### src/rtl/percep_accum_ctrl.sv
// Sequencing controller for a perceptron's fp16 multiply-accumulate loop:
// clears the sum, admits NUM_IN products, drains the pipeline and holds the activated result.
module percep_accum_ctrl #(
   parameter int FP_WIDTH  = 16,
   parameter int NUM_IN    = 4,
   parameter int CNT_WIDTH = 2
) (
   input  logic                clk,
   input  logic                rst_n,
   input  logic                start,
   input  logic                in_valid,
   output logic                in_ready,
   output logic                prod_zero,
   output logic                rst_add1,
   input  logic [FP_WIDTH-1:0] fp_sum_pip,
   output logic                busy,
   output logic                out_valid,
   input  logic                out_ready,
   output logic [FP_WIDTH-1:0] sum_out,
   output logic                y_out
);

   typedef enum logic [2:0] {
      IDLE  = 3'd0,
      CLR   = 3'd1,
      ACC   = 3'd2,
      DRAIN = 3'd3,
      OUT   = 3'd4
   } state_t;

   localparam logic [CNT_WIDTH-1:0] LAST_CNT = CNT_WIDTH'(NUM_IN - 1);

   state_t               state;
   state_t               state_next;
   logic [CNT_WIDTH-1:0] cnt;
   logic [CNT_WIDTH-1:0] cnt_next;
   logic                 drain_cnt;
   logic                 drain_next;
   logic                 capture;
   logic                 accept;
   logic                 y_next;

   always_ff @(posedge clk or negedge rst_n) begin
      if (!rst_n) begin
         state     <= IDLE;
         cnt       <= '0;
         drain_cnt <= 1'b0;
      end else begin
         state     <= state_next;
         cnt       <= cnt_next;
         drain_cnt <= drain_next;
      end
   end

   // Two DRAIN cycles let the last product pass the pipeline register and the adder loop register.
   always_comb begin
      state_next = state;
      cnt_next   = cnt;
      drain_next = drain_cnt;
      in_ready   = 1'b0;
      rst_add1   = 1'b0;
      busy       = 1'b1;
      out_valid  = 1'b0;
      capture    = 1'b0;
      case (state)
         IDLE: begin
            busy = 1'b0;
            if (start) begin
               state_next = CLR;
            end
         end
         CLR: begin
            rst_add1   = 1'b1;
            cnt_next   = '0;
            drain_next = 1'b0;
            state_next = ACC;
         end
         ACC: begin
            in_ready = 1'b1;
            if (in_valid) begin
               if (cnt == LAST_CNT) begin
                  cnt_next   = '0;
                  drain_next = 1'b0;
                  state_next = DRAIN;
               end else begin
                  cnt_next = cnt + CNT_WIDTH'(1);
               end
            end
         end
         DRAIN: begin
            if (drain_cnt) begin
               drain_next = 1'b0;
               capture    = 1'b1;
               state_next = OUT;
            end else begin
               drain_next = 1'b1;
            end
         end
         OUT: begin
            out_valid = 1'b1;
            if (out_ready) begin
               state_next = IDLE;
            end
         end
         default: begin
            state_next = IDLE;
         end
      endcase
   end

   // Any cycle without an accepted product feeds +0 into the adder so the sum is unaffected.
   assign accept    = in_valid & in_ready;
   assign prod_zero = ~accept;

   // Step activation: strictly positive only, so both signed zeros map to 0.
   assign y_next = ~fp_sum_pip[FP_WIDTH-1] & (|fp_sum_pip[FP_WIDTH-2:0]);

   always_ff @(posedge clk or negedge rst_n) begin
      if (!rst_n) begin
         sum_out <= '0;
         y_out   <= 1'b0;
      end else if (capture) begin
         sum_out <= fp_sum_pip;
         y_out   <= y_next;
      end
   end

endmodule
### config.mk
export PLATFORM = sky130hd
export DESIGN_NAME = percep_accum_ctrl
export DESIGN_NICKNAME = d
export VERILOG_FILES = /design/src/rtl/percep_accum_ctrl.sv
export SDC_FILE = /design/constraint.sdc
export NUM_CORES = 1
export LEC_CHECK = 0
export ABC_CLOCK_PERIOD_IN_PS = 1520
export BUFFER_PORTS_ARGS = -buffer_cell sky130_fd_sc_hd__buf_2
export CORE_MARGIN = 2
export CORE_UTILIZATION = 47
export DETAILED_ROUTE_END_ITERATION = 12
export PLACE_DENSITY = 0.78
export SYNTH_ARGS = -nofsm -noshare
export SYNTH_HDL_FRONTEND = slang
export SYNTH_SLANG_ARGS = --single-unit
export TNS_END_PERCENT = 20
### constraint.sdc
create_clock -name clk -period 1.52 [get_ports clk]
set_input_delay 0.152 -clock clk [delete_from_list [all_inputs] [get_ports clk]]
set_output_delay 0.152 -clock clk [all_outputs]
set_load 0.05 [all_outputs]
== Yosys cells after proc, flatten, opt, wreduce, memory -nomap -nowiden ==
Index checks and enable logic that the tools add are counted.
Word-level totals
  bits in registers: 23
  input bits: 21
  output and inout port bits: 22
  logic and storage cells: 46
Operators by class
  add/subtract/negate cells: 1
  equal/unequal tests: 10
  mux-type cells: 19
  bitwise operators: 4
  reductions and logical operators: 7
Operators by type and width (number)
  2-to-1 mux 3 bit: 5
  one-hot mux 3 bit (5 select lines): 1
  OR reduction 15 bit: 1
  inequality test 2 bit, second input constant: 5
  2-to-1 mux 1 bit: 9
  == test 3 x 2 -> 1 bit, second input constant: 2
  AND reduction 5 bit: 1
  2-to-1 mux 2 bit: 2
  one-hot mux 2 bit (2 select lines): 1
  == test 3 x 1 -> 1 bit, second input constant: 1
  == test 3 bit, second input constant: 1
  zero test 3 bit: 1
  one-hot mux 1 bit (3 select lines): 1
  AND reduction 3 bit: 1
  nonzero test 3 bit: 1
  adder 2 x 1 -> 2 bit, second input constant: 1
  AND 1 bit: 2
  == test 2 bit, second input constant: 1
  inverter 1 bit: 2
  AND reduction 2 bit: 1
  nonzero test 2 bit: 1

== Longest topological paths before layout ==
Gate-level depths: netlist of run 1.
  depth after elaboration: 4
  depth in mapped cells: 6
  gate-level depth less buffers: 4

== Worst setup path after synthesis of run 1 ==
No wires, ideal clock.
  kind: register to output
  start: register state[0]
  end: output rst_add1
  data arrival time: 1.727 ns
  required time: 1.368 ns
  slack: -0.359 ns
  cell stages (with the launch flop): 3
  buffers on the path: 1
  cell sequence: dfrtp_1 buf_2 nor3b_1
Between the ends
  cells in the longest elaborated chain, start to end: 2
RTL lines
  start: declaration: line 33  | state_t state;
  start signal: assignment: line 49  | state <= state_next;
  == test 3 x 1 -> 1 bit: line 65  | case (state)
  2-to-1 mux 1 bit: line 65
  end: declaration: line 14  | output logic rst_add1,
Every way passes these cells.

== Worst setup path after layout of run 1 ==
  start: register state[0]
  end: output prod_zero
Between the ends
  cells in the longest elaborated chain, start to end: 4
RTL lines
  == test 3 x 2 -> 1 bit: line 65
  2-to-1 mux 1 bit: line 65
  AND 1 bit: line 112  | assign accept = in_valid & in_ready;
  inverter 1 bit: line 113  | assign prod_zero = ~accept;
  end: declaration: line 13  | output logic prod_zero,
Every way passes these cells.

==> out/metrics.cfg, run 1 <==
[global_routing]
first_global_vias=785
track_usage_pct=18.0
grt_max_degree=24
grt_pass1_wl_mm=3.55
antenna_found_initial=0
gr-total-overflow=0

[run_status]
status=completed

[setup_path]
crit_required_ns=1.37
path_cells=nand2b_4, or2_2, buf_6
worst-path-max-fanout=6
end_kind=output pin
cp_slowest_cell=dfrtp_2
max_stage_delay_ns=0.46
crit_path_start_kind=flop
critical_path_class=reg -> out
worst_ep_arrival_time_ns=1.34

[sta]
rsz0062_at_grt=true
slew_violations=0
timing.fmax_ghz=0.670
fin_crit_sh_pct=98.3
hold_viol_final=0
fin_crit_ns=1.49
setup_viol=0
slew-limit-headroom_pct=66.9
worstMarginPinSlew_ns=0.497
skew_ns=0.00284

[run]
maxCapViolCount=0

[yosys]
ys_top_cells_by_count=dfrtp_1, mux2_2, mux2_4
syn_area_per_cell_um2=13.1
synth_area_um2=1080
synth_top_area_cell=dfrtp_1
ys.flop_type=dfrtp_1
synthCells=83
synth_most_common_cell=dfrtp_1
synth.top_cell.area_share_pct=53.1
synth-edff-count=0
seq_area_frac_synth_pct=53.1
ys_warn_count=0
netlist_top_cells_area=dfrtp_1, mux2_4, mux2_2
synth-seq-cells=23
async_reset_ff_share_pct=100
syn_nets=105
synth_cell_type_count=29

[clocking]
cts_made_buffers=3
path_clk_slew_ns=0.12
cts_tree=built
cts_root_buffer=clkbuf_4
cts_buffer_depth=2
clock-sinks=23
clock_latency_ns=0.30
htreeDepth=1

[final_layout]
antenna_cells=0
fin_nets=154
final_util_pct=63.8
syn_to_final_growth_pct=29.0
drive_above_1_share_pct=57.3

[floorplanning]
core_um2=2190
die_x_um=52.0
start_util_pct=49.5
rows=17
die_y_um=52.0
pin_count=43
dieArea_um2=2710

[routing]
drtIter0Drc=5
drc=0
dr.pass1.iters=3
postRouteAntennaNets=0
wl_per_cell_um=13.6
drt_wl_total_mm=2.16
post_drt_via_cell_ratio=5.09
vias=810

[placed_design]
dpl.hpwl_mm=1.62
port_buffers=42
gp_congestion=0.723

[hold_path]
min_path_type=in -> reg

-- routing by layer --
metal | track usage, % | wire length (um) | part of all wire [%]
met5 | 0 | 0 | 0
met4 | 6.58 | 30 | 1.4
met3 | 2.30 | 126 | 5.8
met2 | 30.4 | 1090 | 51
met1 | 23.5 | 912 | 42
-- cells by family (layout without fill, tap and decap cells) --
family	after synthesis	after routing	synth area share, %
and+or+nand+nor	22	22	13.2
buffers and inverters	9	57	6.23
AOI/OAI and AO/OA	12	12	7.38
muxes	16	16	19.0
DFF	23	23	53.1
adders and majority gates	1	1	1.15
-- layout make-up --
cell class	instances	area, um^2
Tap cell	28	35.0
Timing Repair Buffer	49	289
Inverter	4	15.0
Multi-Input combinational cell	51	454
Sequential cell	23	579
Fill cell	182	792
Clock buffer	4	26.3
-- state kept, by name, indices dropped and copies added, names as in the netlist --
name,count
drain_cnt,1
y_out,1
sum_out,16
state,3
cnt,2
-- metrics by stage --
| stage | TNS [ns] | cells | hold slack [ns] | area [um^2] | setup slack, ns |
|---|---|---|---|---|---|
| floorplan | 0 | 83 | -0.144 | 1090 | 0.0981 |
| global placement | 0 | 149 | 0.135 | 1300 | 0.209 |
| detailed placement | 0 | 149 | 0.149 | 1300 | 0.174 |
| CTS | 0 | 159 | 0.0147 | 1390 | 0.0179 |
| global route | -0.0513 | 159 | 0.00902 | 1400 | -0.0238 |
| finish | 0 | 159 | 0.0148 | 1400 | 0.0265 |
-- timing repair --
item | 4_1_cts | 5_1_grt
setup endpoints to repair | 4 | 4
resized for setup | 6 | 3
gates cloned | 0 | 0
hold endpoints to repair | 23 | 0
buffers inserted | 5 | 0
hold buffers | 1 | 0
-- worst max-delay path: cells and delay by family, from the launching register on --
| kind | cells | cell delay (ns) |
|---|---|---|
| flops | 1 | 0.46 |
| simple gates | 2 | 0.42 |
| buf+inv | 1 | 0.16 |
-- layout by cell type (no fill, tap or decap), types with 2 or more instances in the layout --
cell type	count
buf_2	39
dfrtp_1	20
mux2_2	9
mux2_4	7
buf_4	7
nor2_1	4
inv_1	4
o21ai_0	3
nor4_1	3
clkbuf_4	3
dfrtp_2	3
nand2_1	2
a21oi_1	2
nor3_1	2
a32oi_1	2
o22ai_1	2
-- worst paths after layout --
path / start / to / slack (ns) / cells past startpoint
max: state[0] / prod_zero / 0.03 / 3
min: out_ready / state[2] / 0.01 / 2
max reg2reg: state[2] / sum_out[12] / 0.16 / 4
min reg2reg: sum_out[13] / sum_out[13] / 0.52 / 1
max in group asynchronous: rst_n / state[0] / 0.83 / 2
min in group asynchronous: rst_n / sum_out[6] / 0.33 / 2
Power of run 1 is not shown: default switching activity piles up to over one toggle a cycle in this logic, so the estimate is an artifact.
==> run 2: changes to the inputs <==
ABC_CLOCK_PERIOD_IN_PS = 1760   (was 1520)
CORE_UTILIZATION = 50   (was 47)
PLACE_DENSITY = 0.82   (was 0.78)
clock period = 1.76 ns   (was 1.52 ns; I/O delays follow)
==> out/metrics.cfg, run 2 (synthesized netlist as in run 1, its figures left out) <==
[routing]
drt_wl_total_mm=2.08
dr.pass1.iters=4
vias=781
wl_per_cell_um=13.7
postRouteAntennaNets=0
drtIter0Drc=11
drc=0
post_drt_via_cell_ratio=5.14

[floorplanning]
dieArea_um2=2560
rows=16
core_um2=2000
start_util_pct=54.2
die_y_um=50.6
die_x_um=50.6
pin_count=43

[final_layout]
final_cell_mix=buf_2, dfrtp_1, mux2_2, mux2_4
largest_reg_flops=16
fin_nets=148
final_util_pct=66.0
syn_to_final_growth_pct=21.8
ff_latch_area_um2=578
drive_above_1_share_pct=54.4
multi_input_area_um2=447
antenna_cells=0
fillers=161
final_common_cell=buf_2
regMostFlops=sum_out
reg_top3=sum_out x16, state x3, cnt x2
final_cells=152

[sta]
slew-limit-headroom_pct=67.7
worstMarginPinSlew_ns=0.484
skew_ns=0.0101
fin_crit_ns=1.66
timing.fmax_ghz=0.602
fin_crit_sh_pct=94.3
rsz0062_at_grt=false
fin_tns_setup_ns=0
slew_violations=0
layout_setup_ws_ns=0.0998
hold_viol_final=0
setup_viol=0

[placed_design]
dpl.hpwl_mm=1.56
gp_congestion=0.763
place_ws_ns=0.269
port_buffers=42
post-place-cells=147

[run_status]
status=completed

[global_routing]
track_usage_pct=17.6
gr-total-overflow=0
grt_max_degree=24
grt_pass1_wl_mm=3.39
first_global_vias=789
antenna_found_initial=0

[clocking]
cts_tree=built
clock_latency_ns=0.31
cts_made_buffers=3
clock-sinks=23
htreeDepth=1
path_clk_slew_ns=0.12
cts_root_buffer=clkbuf_4
cts_buffer_depth=2
postCtsSetupRepairBufs=0

[run]
maxCapViolCount=0

[setup_path]
path_cells=nand2b_1, or2_2, buf_2
critical_path_class=reg -> out
worst-path-max-fanout=10
max_stage_delay_ns=0.50
critical_path_buf_inv_count=1
cp_slowest_cell=dfrtp_1
worst_ep_arrival_time_ns=1.48
crit_path_start_kind=flop
end_kind=output pin
crit_family=flip-flops
crit_required_ns=1.58

[hold_path]
min_path_type=in -> reg

run 2: stage by stage:
stage / hold slack (ns) / instance area [um^2]
2_1_floorplan: -0.120 / 1090
5_1_grt: 0.0534 / 1320
3_5_place_dp: 0.169 / 1280
6_report: 0.0520 / 1320
3_3_place_gp: 0.163 / 1280
4_1_cts: 0.0481 / 1320
run 2: path summary, 6_finish.rpt:
kind                       startpoint     endpoint  slack [ns]  cells past startpoint
max in group asynchronous       rst_n     state[0]        1.05                      2
min                         out_ready     state[2]        0.05                      2
min reg2reg                sum_out[8]   sum_out[8]        0.52                      1
max reg2reg                  state[2]   sum_out[9]        0.32                      2
min in group asynchronous       rst_n  sum_out[13]        0.35                      2
max                          state[2]    prod_zero         0.1                      3
run 2: area by class of cell:
cell class,count,area share [%]
Inverter,4,1.14
Clock inverter,1,0.379
Timing Repair Buffer,43,16.7
Sequential cell,23,43.7
Clock buffer,3,1.70
Multi-Input combinational cell,51,33.8
Tap cell,27,2.56
run 2: what timing repair did:
action	in CTS	in global routing
endpoints found under the setup margin	0	2
gates resized for setup	0	2
hold buffers	1	0
hold endpoints to repair	23	0
run 2: per-layer routing:
metal | track usage, % | up-vias | part of all wire (%)
met1 | 20.9 | 368 | 42
met2 | 32.0 | 28 | 51
met4 | 5.41 | 0 | 1.2
met3 | 2.98 | 2 | 5.7
met5 | 0 | - | 0
li1 | - | 383 | -
Power of run 2 is left out for the same reason.
==> run 3: changes to the inputs <==
CAP_MARGIN = 20   (was default)
GPL_TIMING_DRIVEN = 0   (was default)
==> out/metrics.cfg, run 3 (synthesized netlist as in run 1, its figures left out) <==
[run_status]
status=completed

[routing]
drtIter0Drc=9
postRouteAntennaNets=0
dr.pass1.iters=4
drt_wl_total_mm=2.32
drc=0
wl_per_cell_um=14.8
post_drt_via_cell_ratio=5.45
vias=856

[clocking]
cts_made_buffers=3
cts_tree=built
cts_root_buffer=clkbuf_4
htreeDepth=1
path_clk_slew_ns=0.12
clock_latency_ns=0.32
cts_buffer_depth=2
clock-sinks=23

[sta]
worst_hold_slack_ns=0.0383
fin_crit_sh_pct=96.9
worstMarginPinSlew_ns=0.508
timing.fmax_ghz=0.586
fin_crit_ns=1.71
fin_tns_setup_ns=0
rsz0062_at_grt=false
slew_violations=0
slew-limit-headroom_pct=66.1
setup_viol=0
skew_ns=0.00600
hold_viol_final=0

[final_layout]
final_cell_mix=buf_2, dfrtp_1, mux2_2, mux2_4
antenna_cells=0
final_cells=157
ff_latch_area_um2=576
regMostFlops=sum_out
fin_nets=153
final_common_cell=buf_2
syn_to_final_growth_pct=27.0
multi_input_area_um2=449
largest_reg_flops=16
final_util_pct=68.8
fillers=162
reg_top3=sum_out x16, state x3, cnt x2
drive_above_1_share_pct=54.6

[run]
maxCapViolCount=0

[setup_path]
crit_path_start_kind=flop
worst-path-max-fanout=10
critical_path_class=reg -> out
crit_required_ns=1.58
worst_ep_arrival_time_ns=1.53
end_kind=output pin

[global_routing]
first_global_vias=822
track_usage_pct=19.7
grt_max_degree=24
gr-total-overflow=0
grt_pass1_wl_mm=3.64
antenna_found_initial=0

[floorplanning]
pin_count=43
core_um2=2000
rows=16
dieArea_um2=2560
die_x_um=50.6
die_y_um=50.6
start_util_pct=54.2

[placed_design]
post-place-cells=152
gp_congestion=0.788
port_buffers=42

[hold_path]
min_path_type=in -> reg

run 3: changes by cell type in the layout (fill, tap and decap cells not counted), sizes merged:
cell	before	now
clkbuf	3	5
clkinv	1	0
buf	42	46
run 3: final timing paths:
check / to / cells after the start / slack (ns) / startpoint
setup / recovery: prod_zero / 4 / 0.05 / state[1]
hold / removal: state[2] / 2 / 0.04 / out_ready
setup reg to reg: sum_out[10] / 5 / 0.35 / state[2]
hold reg to reg: sum_out[3] / 1 / 0.51 / sum_out[3]
max in group asynchronous: sum_out[3] / 2 / 1.08 / rst_n
min in group asynchronous: sum_out[11] / 2 / 0.34 / rst_n
run 3: critical path: stages, from the launching register on:
cell	delay, ns
dfrtp_1	0.43
buf_4	0.19
nand2b_1	0.09
or2_2	0.29
buf_2	0.21
run 3: cell type report:
type | count | share of cell area, %
Buffer | 5 | 4.00
Clock buffer | 4 | 1.91
Inverter | 4 | 1.09
Multi-Input combinational cell | 51 | 32.6
Sequential cell | 23 | 41.8
Tap cell | 27 | 2.45
Timing Repair Buffer | 43 | 16.2
run 3: per-stage QoR:
stage                     area, um^2  setup slack, ns
after detailed placement        1330            0.368
after global routing            1380           0.0122
final                           1380           0.0541
after global placement          1330            0.388
after CTS                       1370           0.0298
after floorplan                 1090            0.314
run 3: timing repair:
| item | in CTS | in global routing |
|---|---|---|
| buffers inserted | 0 | 0 |
| endpoints found under the hold margin | 23 | 0 |
| setup endpoints to repair | 1 | 1 |
| hold buffers | 1 | 0 |
| resized for setup | 1 | 2 |
run 3: metal layers:
metal / vias to the layer above / global-route usage (%) / share of wire [%]
met3: 6 / 2.68 / 4.2
met1: 420 / 23.3 / 43
met5: - / 0 / 0
li1: 400 / - / -
met4: 0 / 11.7 / 2.5
met2: 30 / 34.0 / 50
Power of run 3 is left out for the same reason.
